===== src/rtl/program_loader.sv =====
// Streams a program image into instruction memory, then enables fetch until halt, stop or budget expiry.
// Latency: each accepted byte appears on the write port one cycle later; RUN starts two cycles after the final byte.
// Backpressure: s_ready is high only while loading, and memory writes never stall, so every beat is accepted.
module program_loader #(
    parameter int DATA_WIDTH = 8,
    parameter int ADDR_WIDTH = 64,
    parameter int DATA_DEPTH = 1024,
    parameter int RUN_CYCLES = 0
) (
    input  logic                  sys_clk,
    input  logic                  rst,
    input  logic                  load_start,
    input  logic [ADDR_WIDTH-1:0] base_addr,
    input  logic [ADDR_WIDTH-1:0] load_len,
    input  logic                  s_valid,
    input  logic [DATA_WIDTH-1:0] s_data,
    input  logic                  s_last,
    output logic                  s_ready,
    output logic                  wr_en,
    output logic [ADDR_WIDTH-1:0] wr_addr,
    output logic [DATA_WIDTH-1:0] wr_data,
    input  logic                  halt_i,
    input  logic                  stop_i,
    output logic                  fetch_valid,
    output logic                  busy,
    output logic                  done,
    output logic                  halted,
    output logic                  err
);

    typedef enum logic [1:0] {IDLE, LOAD, SETTLE, RUN} state_t;

    localparam logic [ADDR_WIDTH-1:0] DEPTH = ADDR_WIDTH'(DATA_DEPTH);
    localparam logic [ADDR_WIDTH-1:0] ONE   = ADDR_WIDTH'(1);

    state_t                state;
    logic [ADDR_WIDTH-1:0] base_q;
    logic [ADDR_WIDTH-1:0] len_q;
    logic [ADDR_WIDTH-1:0] cnt;
    logic [31:0]           run_cnt;

    logic start_ok;
    logic beat;
    logic final_beat;
    logic timeout;

    // Comparing base against DEPTH-len keeps the check free of overflow for any base.
    assign start_ok   = (load_len != '0) && (load_len <= DEPTH) &&
                        (base_addr <= (DEPTH - load_len));
    assign s_ready    = (state == LOAD);
    assign beat       = s_valid && s_ready;
    assign final_beat = (cnt == (len_q - ONE));
    assign timeout    = (RUN_CYCLES != 0) && (run_cnt == 32'(RUN_CYCLES - 1));

    assign busy        = (state != IDLE);
    assign fetch_valid = (state == RUN);

    always_ff @(posedge sys_clk or posedge rst) begin
        if (rst) begin
            state   <= IDLE;
            base_q  <= '0;
            len_q   <= '0;
            cnt     <= '0;
            run_cnt <= '0;
            wr_en   <= 1'b0;
            wr_addr <= '0;
            wr_data <= '0;
            done    <= 1'b0;
            halted  <= 1'b0;
            err     <= 1'b0;
        end else begin
            wr_en <= 1'b0;
            done  <= 1'b0;
            err   <= 1'b0;
            case (state)
                IDLE: begin
                    if (load_start) begin
                        if (start_ok) begin
                            base_q <= base_addr;
                            len_q  <= load_len;
                            cnt    <= '0;
                            state  <= LOAD;
                        end else begin
                            err <= 1'b1;
                        end
                    end
                end
                LOAD: begin
                    if (beat) begin
                        wr_en   <= 1'b1;
                        wr_addr <= base_q + cnt;
                        wr_data <= s_data;
                        cnt     <= cnt + ONE;
                        // An early s_last aborts, but its byte is still written.
                        if (final_beat) begin
                            state <= SETTLE;
                        end else if (s_last) begin
                            err   <= 1'b1;
                            state <= IDLE;
                        end
                    end
                end
                SETTLE: begin
                    run_cnt <= '0;
                    state   <= RUN;
                end
                RUN: begin
                    run_cnt <= run_cnt + 32'd1;
                    if (halt_i || stop_i || timeout) begin
                        state  <= IDLE;
                        done   <= 1'b1;
                        halted <= halt_i;
                    end
                end
                default: state <= IDLE;
            endcase
        end
    end

endmodule


===== config.mk =====
export PLATFORM = sky130hd
export DESIGN_NAME = program_loader
export DESIGN_NICKNAME = d
export VERILOG_FILES = /design/src/rtl/program_loader.sv
export SDC_FILE = /design/constraint.sdc
export NUM_CORES = 1
export LEC_CHECK = 0
export BUFFER_PORTS_ARGS = -buffer_cell sky130_fd_sc_hd__buf_4
export CORE_MARGIN = 3
export CORE_UTILIZATION = 50
export CTS_BUF_LIST = sky130_fd_sc_hd__clkbuf_8
export DETAILED_ROUTE_END_ITERATION = 10
export GPL_TIMING_DRIVEN = 0
export PLACE_DENSITY = 0.73
export SKIP_CTS_REPAIR_TIMING = 1
export SLEW_MARGIN = 20
export SYNTH_ARGS = -nofsm -noshare
export SYNTH_HDL_FRONTEND = slang
export SYNTH_SLANG_ARGS = --single-unit

===== constraint.sdc =====
create_clock -name sys_clk -period 10.1 [get_ports sys_clk]
set_input_delay 2.525 -clock sys_clk [delete_from_list [all_inputs] [get_ports sys_clk]]
set_output_delay 2.525 -clock sys_clk [all_outputs]
set_load 0.01 [all_outputs]

---- Word-level counts from Yosys, hierarchy flattened ----
Cells that the tools add are included.
W data, S select, Z words.
word-level totals
  flip-flop bits (word level) ............. 270
  output and inout port bits .............. 79
  input port bits ......................... 143
  logic and storage cells ................. 59
cells by class
  eq/ne operators ......................... 9
  $lt $le $gt $ge ......................... 2
  reduce and logical (&&, ||, !) cells .... 13
  $add $sub $neg .......................... 4
  multiplexer cells ....................... 21
operator list
  operator                  number
  $mux W64                  3
  $pmux W64 S2              1
  $add A64 B1 Y64 const B   1
  $add A64 B64 Y64          1
  $eq A64 B64 Y1            1
  $le A64 B11 Y1 const B    1
  $le A64 B64 Y1            1
  $reduce_bool A64 Y1       1
  $sub A11 B64 Y64 const A  1
  $sub A64 B1 Y64 const B   1
  $mux W2                   6
  $mux W1                   9
  $pmux W2 S4               1
  $reduce_and A5 Y1         1
  $eq A2 B2 Y1 const B      2
  $ne A2 B1 Y1 const B      2
  $ne A2 B2 Y1 const B      2
  $reduce_and A2 Y1         2
  $reduce_and A4 Y1         1
  $reduce_bool A2 Y1        2
  $logic_and A1 B1 Y1       3
  $ne A3 B2 Y1 const B      1
  $reduce_and A3 Y1         1
  $eq A2 B1 Y1 const B      1
  other kinds (3)           3

---- Longest topological paths before layout ----
  depth in word-level cells ............... 6
  gate-level depth with buffers ........... 26
  mapped depth without buffers ............ 20

---- Least setup slack after synthesis ----
No wires, ideal clock.
  path kind ............................... input to register
  from .................................... input load_len[2]
  to ...................................... register cnt[48]
  buffers on the path ..................... 4
  library setup time ...................... 78 ps
  data arrival time ....................... 7892 ps
  stages .................................. 24
  setup slack ............................. 2130 ps
  cell sequence ........................... or4_1 -> buf_2 -> o31ai_1 -> and3b_1 -> clkbuf_1 -> and2_1 -> nand2_1 -> or2_2 -> clkbuf_1 -> nor3_1 -> nand2_1 -> xnor2_1 -> ha_1 -> and3_1 -> nand3_1 -> nor4_1 -> nand3_1 -> nor2_1 -> and3_1 -> a31oi_1 -> buf_2 -> a211oi_2 -> or3b_1 -> a21oi_1
between the ends
  word-level cells in the longest chain between the ends .. 5
  elaborated cells between the ends (all ways) .. 8
  classes of those cells .................. 1 x add/sub; 2 x order compare; 1 x eq/ne; 4 x reduce/logical
RTL lines
  item                                                          line    RTL
  start: declaration                                            14      input logic [ADDR_WIDTH-1:0] load_len,
  $sub A11 B64 Y64, or another cell as far along                49      (base_addr <= (DEPTH - load_len));
  $le A64 B64 Y1 / $logic_and A1 B1 Y1 (equally long branches)  49, 48
  $logic_and A1 B1 Y1 *                                         48      assign start_ok = (load_len != '0) && (load_len <= DEPTH) &&
  $ne A2 B2 Y1 (no line) *                                      -
  $reduce_and A4 Y1 (no line) *                                 -
  end signal: assignment                                        93      cnt <= cnt + ONE;
  end: declaration                                              39      logic [ADDR_WIDTH-1:0] cnt;
Mark *: on every way between the ends. The rest lies on a longest branch, timed or not.
A chain may end at the register's enable or synchronous reset.

---- Worst setup path in the final report ----
  from .................................... input load_len[2]
  to ...................................... register len_q[4]
between the ends
  word-level cells in the longest chain between the ends .. 4
  elaborated cells between the ends (all ways) .. 7
  classes of those cells .................. 1 x add/sub; 2 x order compare; 4 x reduce/logical
RTL lines
  item                                                          line    RTL
  $sub A11 B64 Y64, or another cell as far along                49
  $le A64 B64 Y1 / $logic_and A1 B1 Y1 (equally long branches)  49, 48
  $logic_and A1 B1 Y1 *                                         48
  $reduce_and A3 Y1 (no line) *                                 -
  end signal: assignment                                        80      len_q <= load_len;
  end: declaration                                              38      logic [ADDR_WIDTH-1:0] len_q;
Marks and branches as above.

==> flow_metrics.env <==
export IMPL_pre_cts_slack_ns=-0.908
export IMPL_drt_first_pass_iters=5
export IMPL_timing_fmax_mhz=104
export IMPL_dpl_hpwl_mm=50.8
export IMPL_crit_start="load_len[2]"
export IMPL_rr_startpoint="cnt[0]$_DFFE_PP0P_"
export IMPL_ys_ff_latch=270
export IMPL_design_area_um2=22600
export IMPL_initialDrtViolationCount=1502
export IMPL_cts_htree_levels=2
export IMPL_worst_ir_drop_vdd_v=0.0000780
export IMPL_max_clock_path_buffers=3
export IMPL_number_of_nets_in_the_synthesized_netlist=2548
export IMPL_residual_antenna_violating_net_count_after_detailed_routing=0
export IMPL_fp_dieArea_um2=40700
export IMPL_maxSlewHeadroom_pct=19.5
export IMPL_setup_viol=0
export IMPL_clk_root_buffer_cell="sky130_fd_sc_hd__clkbuf_8"
export IMPL_syn_avg_cell_area_um2=8.43
export IMPL_cts_tree="yes"
export IMPL_synth_area_leaders="sky130_fd_sc_hd__dfrtp_1 35%, sky130_fd_sc_hd__ha_1 8.5%, sky130_fd_sc_hd__nand2_1 8.5%"
export IMPL_timing_max_cap_violations=0
export IMPL_yosys_cell_count_top_type="sky130_fd_sc_hd__nand2_1"
export IMPL_number_of_enable_flip_flop_cells_after_synthesis=0
export IMPL_tightest_slew_ns=1.19
export IMPL_final_hold_viol_count=0
export IMPL_clk_latency_ns=0.63
export IMPL_layout_worst_path_cycle_share_pct=95.6
export IMPL_port_buffers=221
export IMPL_final_layout_size_suffix_gt1_share_pct=13.9
export IMPL_r2r_slack_ns=5.28
export IMPL_antenna_cells_inserted=0
export IMPL_total_leakage_power_nw=11.2
export IMPL_cp_max_fo=10
export IMPL_worst_r2r_path_depth=13
export IMPL_average_via_count_per_standard_cell=5.97
export IMPL_cts_made_buffers=48
export IMPL_die_x_um=202
export IMPL_finalWorstSetupSlack_ns=0.449
export IMPL_yosys_area_top_type_share_pct=35.2
export IMPL_clkSinkCount=270
export IMPL_post_dp_cell_area_um2=21500
export IMPL_final_seq_area_um2=6760
export IMPL_die_height_um=202
export IMPL_wirelength_mm=64.5
export IMPL_outcome="complete, no violations"
export IMPL_routed_wire_length_per_instance_um=20.8
export IMPL_layout_area_overhead_vs_synth_pct=17.6
export IMPL_filler_instances=3453
export IMPL_powerDensity_nw_per_um2=122
export IMPL_pin_count=222
export IMPL_finalMaxSlewViolations=0
export IMPL_synth_cells=2274
export IMPL_critical_path_class="in -> reg"
export IMPL_ys_dominant_reg_cell="sky130_fd_sc_hd__dfrtp_1"
export IMPL_ys_seq_area_share_pct=35.2
export IMPL_synthesis_yosys_warnings=0
export IMPL_grt_pass1_vias=18000
export IMPL_worstReg2RegEnd="wr_addr[56]$_DFFE_PP0P_"
export IMPL_p_total_w=0.00275
export IMPL_clk_pin_slew_ns=0.06
export IMPL_post_route_drc_count=0
export IMPL_synth_area_um2=19200
export IMPL_detailroute_via_count=18500
export IMPL_fp_coreArea_um2=37800
export IMPL_synth_top_cell_by_area="sky130_fd_sc_hd__dfrtp_1"
export IMPL_clock_skew_ns=0.0221
export IMPL_grt_util_all_layers_pct=30.8
export IMPL_grt_pass1_wl_mm=100
export IMPL_critical_path_capture_point_type="register"
export IMPL_effective_utilization_at_floorplan_pct=50.8
export IMPL_class_of_the_most_critical_hold_timing_path="reg -> reg"
export IMPL_worst_endpoint_required_ns=10.66
export IMPL_fin_nets=2821
export IMPL_multi_input_area_um2=11900
export IMPL_cp_start_kind="input pin"
export IMPL_grt_max_degree=106
export IMPL_post_synth_num_cell_types=83
export IMPL_grt_setup_unrepaired="false"
export IMPL_place_gp_congestion=0.984
export IMPL_rows=71
export IMPL_final_min_clock_period_ns=9.65
export IMPL_ys_async_sr_fraction_pct=100
export IMPL_antenna_found_initial=0
export IMPL_synth_top_cells_by_count="433 x sky130_fd_sc_hd__nand2_1, 270 x sky130_fd_sc_hd__dfrtp_1, 136 x sky130_fd_sc_hd__a21oi_1"
export IMPL_timing_critical_path_arrival_ns=10.21
export IMPL_grt_remaining_overflow=0
export IMPL_timing_critical_path_to="len_q[4]$_DFFE_PP0P_"
[logic make-up after synthesis]
group                    share of synthesized area (%)
buffers and inverters                             3.02
AO/OA/AOI/OAI                                     16.8
AND/OR/NAND/NOR                                   25.5
XOR/XNOR                                          10.1
multiplexers                                     0.679
flip-flops                                        35.2
adder cells (fa/ha/maj)                           8.59
[sequential cells by signal (all words and copies together) (netlist names), 8 cells and up, named ones only]
register	cells
base_q	64
cnt	64
len_q	64
wr_addr	64
wr_data	8
[power by group]
part	switching [W]	total, W	internal [W]
Clock	0.000491	0.00106	0.000567
Combinational	0.000288	0.000492	0.000204
Sequential	0.0000546	0.00120	0.00114
[per-stage QoR]
| stage | TNS [ns] | std cells | hold slack [ns] | utilization [%] |
|---|---|---|---|---|
| after global placement | -779.40 | 3006 | 0.459 | 56.9 |
| after global routing | 0 | 3097 | 0.506 | 59.7 |
| after floorplan | 0 | 2274 | 0.445 | - |
| after CTS | -10.72 | 3097 | 0.472 | 59.7 |
| after detailed placement | -78.62 | 3008 | 0.459 | 57.1 |
| final | 0 | 3097 | 0.473 | 59.7 |
[layout by cell type, fill, tap and decap left out, types with 31 or more instances in the layout]
cell type	Yosys	routed
sky130_fd_sc_hd__clkbuf_8	0	64
sky130_fd_sc_hd__nand4_1	63	63
sky130_fd_sc_hd__xor2_1	103	103
sky130_fd_sc_hd__nor4_1	36	34
sky130_fd_sc_hd__a21oi_1	136	136
sky130_fd_sc_hd__nor3_1	51	50
sky130_fd_sc_hd__o21ai_0	124	124
sky130_fd_sc_hd__buf_4	1	222
sky130_fd_sc_hd__nand2_1	433	433
sky130_fd_sc_hd__nand3_1	55	55
sky130_fd_sc_hd__and2_1	63	63
sky130_fd_sc_hd__ha_1	130	130
sky130_fd_sc_hd__or4_1	32	32
sky130_fd_sc_hd__inv_1	45	59
sky130_fd_sc_hd__a21o_1	66	66
sky130_fd_sc_hd__clkbuf_1	85	83
sky130_fd_sc_hd__or3_1	31	31
sky130_fd_sc_hd__and3_1	32	32
sky130_fd_sc_hd__nor2_1	119	119
sky130_fd_sc_hd__xnor2_1	119	119
sky130_fd_sc_hd__dfrtp_1	270	270
[worst max-delay path: stages]
cell and delay (ns):
sky130_fd_sc_hd__buf_4 0.13, sky130_fd_sc_hd__or4_1 0.51, sky130_fd_sc_hd__buf_2 0.19, sky130_fd_sc_hd__o31ai_2 0.57, sky130_fd_sc_hd__and3b_1 0.23, sky130_fd_sc_hd__clkbuf_1 0.29, sky130_fd_sc_hd__and2_1 0.23, sky130_fd_sc_hd__nand2_1 0.19
sky130_fd_sc_hd__or2_2 0.37, sky130_fd_sc_hd__clkbuf_1 0.21, sky130_fd_sc_hd__nor3_2 0.45, sky130_fd_sc_hd__nand2_1 0.13, sky130_fd_sc_hd__xnor2_1 0.15, sky130_fd_sc_hd__ha_1 0.30, sky130_fd_sc_hd__and3_1 0.15, sky130_fd_sc_hd__nand3_1 0.18
sky130_fd_sc_hd__nor4_1 0.58, sky130_fd_sc_hd__nand3_1 0.26, sky130_fd_sc_hd__nor2_1 0.40, sky130_fd_sc_hd__o21ai_0 0.31, sky130_fd_sc_hd__a21bo_2 0.30, sky130_fd_sc_hd__nand2_1 0.23, sky130_fd_sc_hd__clkbuf_2 0.45, sky130_fd_sc_hd__clkbuf_1 0.63
sky130_fd_sc_hd__nand2_1 0.12, sky130_fd_sc_hd__nand2_1 0.08
[worst min-delay path by stage]
stage | from | to | slack [ns] | cells after the start
after floorplan | base_q[10]$_DFFE_PP0P_ | base_q[10]$_DFFE_PP0P_ | 0.45 | 2
after global placement | base_q[12]$_DFFE_PP0P_ | base_q[12]$_DFFE_PP0P_ | 0.46 | 2
after detailed placement | wr_addr[35]$_DFFE_PP0P_ | wr_addr[35]$_DFFE_PP0P_ | 0.46 | 2
after CTS | wr_addr[35]$_DFFE_PP0P_ | wr_addr[35]$_DFFE_PP0P_ | 0.47 | 2
after global routing | base_q[10]$_DFFE_PP0P_ | base_q[10]$_DFFE_PP0P_ | 0.51 | 2
final | wr_addr[35]$_DFFE_PP0P_ | wr_addr[35]$_DFFE_PP0P_ | 0.47 | 2
[per-layer routing]
metal,share of wire [%],global-route usage [%],vias to the layer above
met5,0,0,-
met4,3.5,9.87,0
met3,6.6,4.94,143
met2,47,51.6,711
met1,43,41.1,8959
li1,-,-,8680
[area by class of cell]
class | count | share of cell area (%)
Multi-Input combinational cell | 1858 | 52.6
Sequential cell | 270 | 30.0
Timing Repair Buffer | 223 | 7.60
Clock buffer | 64 | 3.91
Tap cell | 511 | 2.84
Buffer | 101 | 1.83
Inverter | 45 | 0.782
Clock inverter | 25 | 0.510
No activity file was read; power rests on OpenSTA's default activity.
